**config.mk**
```make
export PLATFORM = sky130hd
export DESIGN_NAME = sys_ctrl_cmd
export DESIGN_NICKNAME = d
export VERILOG_FILES = /design/src/rtl/crem_pkg.sv /design/src/rtl/sys_ctrl_cmd.sv
export SDC_FILE = /design/constraint.sdc
export NUM_CORES = 1
export LEC_CHECK = 0
export ABC_AREA = 1
export CELL_PAD_IN_SITES_DETAIL_PLACEMENT = 1
export CELL_PAD_IN_SITES_GLOBAL_PLACEMENT = 1
export CORE_ASPECT_RATIO = 0.6
export CORE_MARGIN = 5
export CORE_UTILIZATION = 25
export CTS_BUF_LIST = sky130_fd_sc_hd__clkbuf_4
export DETAILED_ROUTE_END_ITERATION = 6
export HOLD_SLACK_MARGIN = 0.1
export PLACE_DENSITY = 0.75
export SLEW_MARGIN = 40
export SYNTH_ARGS = -nofsm -noshare
export SYNTH_HDL_FRONTEND = slang
export SYNTH_SLANG_ARGS = --single-unit
```
**constraint.sdc**
```tcl
create_clock -name clk -period 1.4 [get_ports clk]
set_input_delay 0.35 -clock clk [delete_from_list [all_inputs] [get_ports clk]]
set_output_delay 0.35 -clock clk [all_outputs]
set_load 0.02 [all_outputs]
```
**src/rtl/crem_pkg.sv**
```systemverilog
// Shared definitions for the UART command decoder: opcodes, state encoding, width defaults.
package crem_pkg;

  localparam int unsigned DefDataWidth = 8;
  localparam int unsigned DefAddrWidth = 4;
  localparam int unsigned DefFunWidth  = 4;

  // Frame opcodes (first byte of every frame)
  localparam logic [7:0] CMD_WR      = 8'hAA;
  localparam logic [7:0] CMD_RD      = 8'hBB;
  localparam logic [7:0] CMD_ALU_OP  = 8'hCC;
  localparam logic [7:0] CMD_ALU_NOP = 8'hDD;

  typedef enum logic [3:0] {
    StIdle,
    StWrAddr,
    StWrData,
    StRdAddr,
    StRdWait,
    StAOpa,
    StAOpb,
    StAFun,
    StAluWait,
    StTxLo,
    StTxHi
  } state_e;

endpackage

```
**src/rtl/sys_ctrl_cmd.sv**
```systemverilog
// Command decoder/sequencer between the UART and the register file / ALU.
// Parses write, read and ALU frames, drives the strobes and returns response bytes.
module sys_ctrl_cmd
  import crem_pkg::*;
#(
  parameter int unsigned DATA_WIDTH = DefDataWidth,
  parameter int unsigned ADDR_WIDTH = DefAddrWidth,
  parameter int unsigned FUN_WIDTH  = DefFunWidth
) (
  input  logic                    clk,
  input  logic                    rst,
  input  logic [DATA_WIDTH-1:0]   rx_data,
  input  logic                    rx_valid,
  output logic                    WrEn,
  output logic                    RdEn,
  output logic [ADDR_WIDTH-1:0]   address,
  output logic [DATA_WIDTH-1:0]   WrData,
  input  logic [DATA_WIDTH-1:0]   RdData,
  input  logic                    RdData_Valid,
  output logic                    alu_en,
  output logic [FUN_WIDTH-1:0]    alu_fun,
  input  logic [2*DATA_WIDTH-1:0] alu_out,
  input  logic                    alu_valid,
  output logic [DATA_WIDTH-1:0]   tx_data,
  output logic                    tx_valid,
  input  logic                    tx_busy,
  output logic                    cmd_drop
);

  state_e                  state_q, state_d;
  logic [ADDR_WIDTH-1:0]   addr_q, addr_d;
  logic [DATA_WIDTH-1:0]   wr_data_q, wr_data_d;
  logic                    wr_en_q, wr_en_d;
  logic                    rd_en_q, rd_en_d;
  logic                    alu_en_q, alu_en_d;
  logic [FUN_WIDTH-1:0]    alu_fun_q, alu_fun_d;
  logic [DATA_WIDTH-1:0]   tx_data_q, tx_data_d;
  logic                    tx_valid_q, tx_valid_d;
  logic                    drop_q, drop_d;
  logic [DATA_WIDTH-1:0]   res_lo_q, res_lo_d;
  logic [DATA_WIDTH-1:0]   res_hi_q, res_hi_d;
  logic                    single_q, single_d;     // response is one byte (read)
  logic                    busy_seen_q, busy_seen_d; // UART has taken the low byte

  // Next-state and registered-output computation
  always_comb begin
    state_d     = state_q;
    addr_d      = addr_q;
    wr_data_d   = wr_data_q;
    wr_en_d     = 1'b0;
    rd_en_d     = rd_en_q;
    alu_en_d    = alu_en_q;
    alu_fun_d   = alu_fun_q;
    tx_data_d   = tx_data_q;
    tx_valid_d  = 1'b0;
    drop_d      = 1'b0;
    res_lo_d    = res_lo_q;
    res_hi_d    = res_hi_q;
    single_d    = single_q;
    busy_seen_d = busy_seen_q;

    unique case (state_q)
      StIdle: begin
        if (rx_valid) begin
          if (rx_data == DATA_WIDTH'(CMD_WR))           state_d = StWrAddr;
          else if (rx_data == DATA_WIDTH'(CMD_RD))      state_d = StRdAddr;
          else if (rx_data == DATA_WIDTH'(CMD_ALU_OP))  state_d = StAOpa;
          else if (rx_data == DATA_WIDTH'(CMD_ALU_NOP)) state_d = StAFun;
        end
      end
      StWrAddr: begin
        if (rx_valid) begin
          addr_d  = rx_data[ADDR_WIDTH-1:0];
          state_d = StWrData;
        end
      end
      StWrData: begin
        if (rx_valid) begin
          wr_data_d = rx_data;
          wr_en_d   = 1'b1;
          state_d   = StIdle;
        end
      end
      StRdAddr: begin
        if (rx_valid) begin
          addr_d  = rx_data[ADDR_WIDTH-1:0];
          rd_en_d = 1'b1;
          state_d = StRdWait;
        end
      end
      StRdWait: begin
        drop_d = rx_valid;
        if (RdData_Valid) begin
          rd_en_d  = 1'b0;
          res_lo_d = RdData;
          single_d = 1'b1;
          state_d  = StTxLo;
        end
      end
      StAOpa: begin
        if (rx_valid) begin
          addr_d    = ADDR_WIDTH'(0);
          wr_data_d = rx_data;
          wr_en_d   = 1'b1;
          state_d   = StAOpb;
        end
      end
      StAOpb: begin
        if (rx_valid) begin
          addr_d    = ADDR_WIDTH'(1);
          wr_data_d = rx_data;
          wr_en_d   = 1'b1;
          state_d   = StAFun;
        end
      end
      StAFun: begin
        if (rx_valid) begin
          alu_fun_d = rx_data[FUN_WIDTH-1:0];
          alu_en_d  = 1'b1;
          state_d   = StAluWait;
        end
      end
      StAluWait: begin
        drop_d = rx_valid;
        if (alu_valid) begin
          alu_en_d = 1'b0;
          res_lo_d = alu_out[DATA_WIDTH-1:0];
          res_hi_d = alu_out[2*DATA_WIDTH-1:DATA_WIDTH];
          single_d = 1'b0;
          state_d  = StTxLo;
        end
      end
      StTxLo: begin
        drop_d = rx_valid;
        if (!tx_busy) begin
          tx_valid_d  = 1'b1;
          tx_data_d   = res_lo_q;
          busy_seen_d = 1'b0;
          state_d     = single_q ? StIdle : StTxHi;
        end
      end
      StTxHi: begin
        drop_d = rx_valid;
        // Only send the high byte once the UART has visibly started on the low byte
        if (tx_busy) begin
          busy_seen_d = 1'b1;
        end else if (busy_seen_q) begin
          tx_valid_d  = 1'b1;
          tx_data_d   = res_hi_q;
          busy_seen_d = 1'b0;
          state_d     = StIdle;
        end
      end
      default: state_d = StIdle;
    endcase
  end

  // State and output registers with asynchronous clear
  always_ff @(posedge clk or negedge rst) begin
    if (!rst) begin
      state_q     <= StIdle;
      addr_q      <= '0;
      wr_data_q   <= '0;
      wr_en_q     <= 1'b0;
      rd_en_q     <= 1'b0;
      alu_en_q    <= 1'b0;
      alu_fun_q   <= '0;
      tx_data_q   <= '0;
      tx_valid_q  <= 1'b0;
      drop_q      <= 1'b0;
      res_lo_q    <= '0;
      res_hi_q    <= '0;
      single_q    <= 1'b0;
      busy_seen_q <= 1'b0;
    end else begin
      state_q     <= state_d;
      addr_q      <= addr_d;
      wr_data_q   <= wr_data_d;
      wr_en_q     <= wr_en_d;
      rd_en_q     <= rd_en_d;
      alu_en_q    <= alu_en_d;
      alu_fun_q   <= alu_fun_d;
      tx_data_q   <= tx_data_d;
      tx_valid_q  <= tx_valid_d;
      drop_q      <= drop_d;
      res_lo_q    <= res_lo_d;
      res_hi_q    <= res_hi_d;
      single_q    <= single_d;
      busy_seen_q <= busy_seen_d;
    end
  end

  assign WrEn     = wr_en_q;
  assign RdEn     = rd_en_q;
  assign address  = addr_q;
  assign WrData   = wr_data_q;
  assign alu_en   = alu_en_q;
  assign alu_fun  = alu_fun_q;
  assign tx_data  = tx_data_q;
  assign tx_valid = tx_valid_q;
  assign cmd_drop = drop_q;

endmodule

```
==> flow_metrics.env, run 1 <==
export IMPL_via_per_inst=4.39
export IMPL_yosys_cell_types_count=25
export IMPL_worst_pin_slew_ns=0.309
export IMPL_path_cells="nor2_4, nand2_4, nand2_4, nand2_4, a21oi_4, buf_6, o21ai_1"
export IMPL_synthCells=313
export IMPL_rrSetupSlack_ns=-0.17
export IMPL_avgRoutedWirePerCell_um=15.1
export IMPL_p_leak_nw=2.11
export IMPL_worstSetupPathType="reg2reg"
export IMPL_clockBufferDepth=2
export IMPL_drc_errors=0
export IMPL_port_buffers=66
export IMPL_grt_overflow=0
export IMPL_worst_clock_skew_ns=0.0163
export IMPL_min_path_type="in2async"
export IMPL_setup_viol_count_final=41
export IMPL_numCtsBuffers=5
export IMPL_grtUsageTotal_pct=14.9
export IMPL_cts_root_buf="clkbuf_4"
export IMPL_slew_headroom_pct=79.2
export IMPL_core_sq_mm=0.00977
export IMPL_outcome="finished, violations left"
export IMPL_syn_num_nets=351
export IMPL_min_period_ns=1.57
export IMPL_reg2reg_depth=7
export IMPL_grt_use_met1_pct=20.9
export IMPL_drtIter0Drc=68
export IMPL_critPathLaunch="state_q[2]"
export IMPL_drv_cap=0
export IMPL_final_cell_mix="nand2_1, buf_4, dfrtp_1"
export IMPL_crit_slowest_cell="dfrtp_2"
export IMPL_start_util_pct=25.3
export IMPL_fmax_mhz=638
export IMPL_first_pass_iters=4
export IMPL_fin_ws_ns=-0.168
export IMPL_cp_common_cell="nand2_4"
export IMPL_arrival_ns=1.86
export IMPL_peakVddDrop_uv=537
export IMPL_via_count=2625
export IMPL_ioPinCount=67
export IMPL_grt_pass1_wl_um=14300
export IMPL_synth_area_leaders="dfrtp_1, nand2_1, inv_1"
export IMPL_areaGrowthSynthToFinish_pct=68.3
export IMPL_crit_required_ns=1.69
export IMPL_grt_use_met2_pct=23.2
export IMPL_top_usage_layer="met2"
export IMPL_drive_above_1_share_pct=42.8
export IMPL_cts_htree_levels=2
export IMPL_rows=28
export IMPL_clock_sinks=51
export IMPL_die_area_sq_mm=0.0120
export IMPL_filler_cell_count=1167
export IMPL_drt_wl_total_um=9030
export IMPL_drtAntennaViolNets=0
export IMPL_slew_violations=0
export IMPL_worstPathMaxFanout=8
export IMPL_start_kind="flop"
export IMPL_synth_area_sq_mm=0.00247
export IMPL_synth_top_area_share_pct=51.6
export IMPL_clk_pin_slew_worst_paths_ns=0.16
export IMPL_fp_dieW_um=138
export IMPL_synth_seq_cells=51
export IMPL_violations="setup timing"
export IMPL_avgSynthCellArea_sq_um=7.90
export IMPL_rsz0062_at_grt="true"
export IMPL_n_antenna_cell=0
export IMPL_powerDensity_mw_per_mm2=1970
export IMPL_cts_tree="built"
export IMPL_r2r_start="state_q[2]"
export IMPL_routabilityCongestion=0.790
export IMPL_hold_violations=0
export IMPL_ys_seq_area_share_pct=51.6
export IMPL_die_h_um=87.1
export IMPL_grt_max_degree=52
export IMPL_yosys_warnings=0
export IMPL_timing_rr_end="tx_data[0]"
export IMPL_grt_pass1_vias=2776
export IMPL_synth_area_leader_cell="dfrtp_1"
export IMPL_nets=500
export IMPL_antenna_found_initial=0
export IMPL_endpoint_kind="flop"
export IMPL_fin_crit_sh_pct=112
export IMPL_final_common_cell="nand2_1"
export IMPL_grt_use_met3_pct=4.33
export IMPL_utilization_pct=42.6
export IMPL_dp_hpwl_um=6390
export IMPL_clk_latency_ns=0.39
export IMPL_total_power_mw=8.19
export IMPL_critical_path_max_stage_delay_ns=0.49
per-stage QoR:
step                instance area (sq um)  TNS, ns  setup WS (ns)  cells  hold WS [ns]
finish                               4160    -3.88         -0.168    598         0.457
global route                         4160    -7.27         -0.230    598         0.469
CTS                                  3940    -3.93         -0.166    591         0.460
detailed placement                   3680    -9.62         -0.415    555         0.369
global placement                     3680    -7.97         -0.352    555         0.361
floorplan                            2510   -0.377        -0.0278    313        0.0544
kinds of logic (layout without fill, tap and decap cells):
group                  count (synthesis)  in the layout  share of synthesized area [%]
DFF                                   51             51                           51.6
buffers and inverters                 50            200                           8.30
and+or+nand+nor                      149            149                           25.7
muxes                                  1              1                          0.455
AOI/OAI and AO/OA                     62             62                           13.9
synth_stat cells, drive strengths merged:
library cell   n
inv           44
nand2         95
nand3         16
dfrtp         51
a22oi          2
nand4          2
clkbuf         2
nor2          26
o211ai         1
buf            4
a21oi          6
o21a           1
or2            8
o21ai         51
mux2           1
nand3b         1
a31oi          1
nor3           1
metal layers:
layer | wire, um | share of wire, % | vias up
met2 | 4110 | 45 | 68
met4 | 87 | 0.96 | 0
met5 | 0 | 0 | -
met3 | 526 | 5.8 | 11
met1 | 4310 | 48 | 1259
li1 | - | - | 1287
flip-flops by register name (all words and copies together), names as in the netlist:
name and cells:
cmd_drop 1, tx_valid 1, WrData 8, state_q 4, res_lo_q 8, alu_en 1
RdEn 1, tx_data 8, res_hi_q 8, busy_seen_q 1, alu_fun 4, single_q 1
WrEn 1, address 4
report_power, final:
part	internal, mW	leakage [nW]	switching (mW)
registers	2.16	0.626	0.397
clock network	0.214	0.0317	0.507
logic	2.17	1.45	2.74
critical path, delay by kind of cell, from the launching register on:
kind	cells	cell delay (ns)
AND/OR/NAND/NOR	4	0.51
flip-flops	1	0.49
buffers and inverters	1	0.19
AO/OA/AOI/OAI	2	0.27
final cells by class:
cell class	instances	area, sq um	area share [%]
sequential	51	1280	30.7
multi-input combinational	212	1260	30.4
timing repair buffer	148	1220	29.2
inverter	44	178	4.27
tap	135	169	4.06
clock buffer	6	45.0	1.08
clock inverter	2	12.5	0.300
worst max path at each step:
stage	to
after floorplan	tx_data[7]
after global placement	state_q[2]
after detailed placement	state_q[3]
after CTS	tx_data[0]
after global routing	state_q[2]
final	tx_data[0]
timing repair:
action	in CTS	in global routing
resized for setup	147	79
cloned	3	0
hold buffers	1	0
endpoints found under the hold margin	51	0
pin swaps	6	16
setup endpoints to repair	75	52
setup buffers	24	10
No activity file was read; power rests on OpenSTA's default activity.
==> run 2, diff against run 1 <==
--- a/config.mk
+++ b/config.mk
@@ -15,7 +15,6 @@
 export DETAILED_ROUTE_END_ITERATION = 6
 export HOLD_SLACK_MARGIN = 0.1
 export PLACE_DENSITY = 0.75
-export SLEW_MARGIN = 40
 export SYNTH_ARGS = -nofsm -noshare
 export SYNTH_HDL_FRONTEND = slang
 export SYNTH_SLANG_ARGS = --single-unit
==> results of run 2 <==
The final DEF is identical to that of run 1; final timing and power are the same.
==> run 3, diff against run 2 <==
--- a/config.mk
+++ b/config.mk
@@ -14,7 +14,7 @@
 export CTS_BUF_LIST = sky130_fd_sc_hd__clkbuf_4
 export DETAILED_ROUTE_END_ITERATION = 6
 export HOLD_SLACK_MARGIN = 0.1
-export PLACE_DENSITY = 0.75
+export PLACE_DENSITY = 0.62
 export SYNTH_ARGS = -nofsm -noshare
 export SYNTH_HDL_FRONTEND = slang
 export SYNTH_SLANG_ARGS = --single-unit
==> run 3 against run 2 <==
The flow still finishes with violations (setup timing). Maximum frequency fell by 3.8%. Clock skew barely moved. Wire length fell by 2.0%. Register-to-register slack got worse by 0.06 ns. Combinational power rose by 4%. Critical path type unchanged. Critical endpoint is now tx_data[3]. Largest power group unchanged.
==> flow_metrics.env, run 3 (synthesis gave the netlist of run 1 again) <==
export IMPL_outcome="finished, violations left"
export IMPL_violations="setup timing"
export IMPL_antenna_found_initial=0
export IMPL_rsz0062_at_grt="true"
export IMPL_final_cell_mix="nand2_1, buf_4, dfrtp_1"
export IMPL_start_util_pct=25.3
export IMPL_grt_max_degree=52
export IMPL_worstPathMaxFanout=5
export IMPL_fp_dieW_um=138
export IMPL_grt_overflow=0
export IMPL_first_pass_iters=4
export IMPL_utilization_pct=44.5
export IMPL_worst_clock_skew_ns=0.0161
export IMPL_grt_use_met2_pct=19.7
export IMPL_grt_pass1_wl_um=13700
export IMPL_worst_pin_slew_ns=0.274
export IMPL_slew_headroom_pct=81.5
export IMPL_min_path_type="in2async"
export IMPL_clockBufferDepth=2
export IMPL_filler_cell_count=1152
export IMPL_n_antenna_cell=0
export IMPL_routabilityCongestion=0.811
export IMPL_hold_violations=0
export IMPL_dp_hpwl_um=6220
export IMPL_port_buffers=66
export IMPL_cts_root_buf="clkbuf_4"
export IMPL_via_per_inst=4.26
export IMPL_via_count=2587
export IMPL_worstSetupPathType="reg2reg"
export IMPL_fmax_mhz=613
export IMPL_drtAntennaViolNets=0
export IMPL_drv_cap=0
export IMPL_p_leak_nw=2.21
export IMPL_swShare_pct=42.2
export IMPL_crit_required_ns=1.71
export IMPL_min_period_ns=1.63
export IMPL_peakVddDrop_uv=517
export IMPL_fin_crit_sh_pct=116
export IMPL_die_area_sq_mm=0.0120
export IMPL_switching_power_mw=3.60
export IMPL_powerDensity_mw_per_mm2=1960
export IMPL_drt_wl_total_um=8850
export IMPL_ioPinCount=67
export IMPL_nets=509
export IMPL_cts_htree_levels=2
export IMPL_combPwrFrac_pct=59.7
export IMPL_grt_pass1_vias=2681
export IMPL_avgRoutedWirePerCell_um=14.6
export IMPL_core_sq_mm=0.00977
export IMPL_place_ws_ns=-0.435
export IMPL_die_h_um=87.1
export IMPL_start_kind="flop"
export IMPL_grtUsageTotal_pct=14.0
export IMPL_final_common_cell="nand2_1"
export IMPL_grt_use_met1_pct=21.7
export IMPL_drc_errors=0
export IMPL_p_int_mw=4.92
export IMPL_seqPwrFrac_pct=30.4
export IMPL_setup_viol_count_final=45
export IMPL_reg2reg_depth=10
export IMPL_pwr_share_clk_pct=9.8
export IMPL_drive_above_1_share_pct=42.2
export IMPL_rows=28
export IMPL_slew_violations=0
export IMPL_endpoint_kind="flop"
export IMPL_grt_use_met3_pct=3.78
export IMPL_clk_latency_ns=0.36
export IMPL_clk_pin_slew_worst_paths_ns=0.15
export IMPL_drtIter0Drc=92
export IMPL_areaGrowthSynthToFinish_pct=75.8
export IMPL_clock_sinks=51
export IMPL_arrival_ns=1.94
export IMPL_cts_tree="built"
export IMPL_top_usage_layer="met1"
export IMPL_numCtsBuffers=5
export IMPL_fin_ws_ns=-0.231
run 3: changes by cell type in the layout (fill, tap and decap cells not counted), moves of 3 or more:
cell / delta
o21ai_0: +5
buf_4: +3
buf_12: +4
inv_2: +3
inv_1: -3
nand2_1: +7
clkbuf_16: +3
nand2_2: -10
nand2_4: +4
o21ai_2: -4
run 3: layout make-up:
cell class / count / area (sq um) / share of cell area, %
timing repair buffer: 157 / 1390 / 31.9
sequential: 51 / 1280 / 29.5
multi-input combinational: 212 / 1260 / 28.9
inverter: 44 / 178 / 4.09
tap: 135 / 169 / 3.88
clock inverter: 3 / 38.8 / 0.892
clock buffer: 5 / 37.5 / 0.863
run 3: repair_timing:
item | CTS | global route
hold buffers | 1 | 0
endpoints found under the hold margin | 51 | 0
resized for setup | 155 | 65
cloned | 1 | 4
endpoints found under the setup margin | 79 | 63
pin swaps | 4 | 14
setup buffers | 12 | 20
run 3: path summary, 6_finish.rpt:
path	slack (ns)	from	end
worst max-delay path	-0.23	state_q[3]	tx_data[3]
worst min-delay path	0.50	rst	WrData[5]
worst max register to register	-0.23	state_q[3]	tx_data[3]
worst min register to register	0.51	single_q	single_q
max in group asynchronous	0.65	rst	state_q[3]
min in group clk	0.51	single_q	single_q
run 3: through the flow:
| step | power [mW] | area, sq um | cells | hold slack (ns) | setup TNS [ns] |
|---|---|---|---|---|---|
| 2_1_floorplan | 4.64 | 2510 | 313 | 0.0544 | -0.377 |
| 3_3_place_gp | 6.62 | 3730 | 562 | 0.362 | -9.77 |
| 3_5_place_dp | 6.75 | 3730 | 562 | 0.365 | -11.06 |
| 4_1_cts | 7.82 | 4010 | 584 | 0.491 | -3.77 |
| 5_1_grt | 9.19 | 4350 | 607 | 0.492 | -9.15 |
| 6_report | 8.52 | 4350 | 607 | 0.497 | -5.02 |
run 3: worst max-delay path, stage by stage, from the launching register on:
cell       delay [ns]
dfrtp_2          0.43
inv_2            0.06
nor2_4           0.16
buf_12           0.13
nand2_4          0.08
nand2_4          0.09
nand2_4          0.05
a21oi_4          0.24
clkbuf_16        0.20
nand2_1          0.05
o21ai_1          0.08
run 3: per-layer routing:
metal	vias to the layer above	routed length (um)
met5	-	0
met4	0	65
met3	4	373
met2	55	3690
met1	1218	4720
li1	1310	-
run 3: power groups by stage:
stage	Sequential (mW)	Combinational [mW]	Clock, mW
CTS	2.59	4.35	0.883
floorplan	2.97	1.67	0
finish	2.59	5.09	0.838
global route	2.68	5.55	0.951
detailed placement	2.63	4.11	0
global placement	2.61	4.01	0
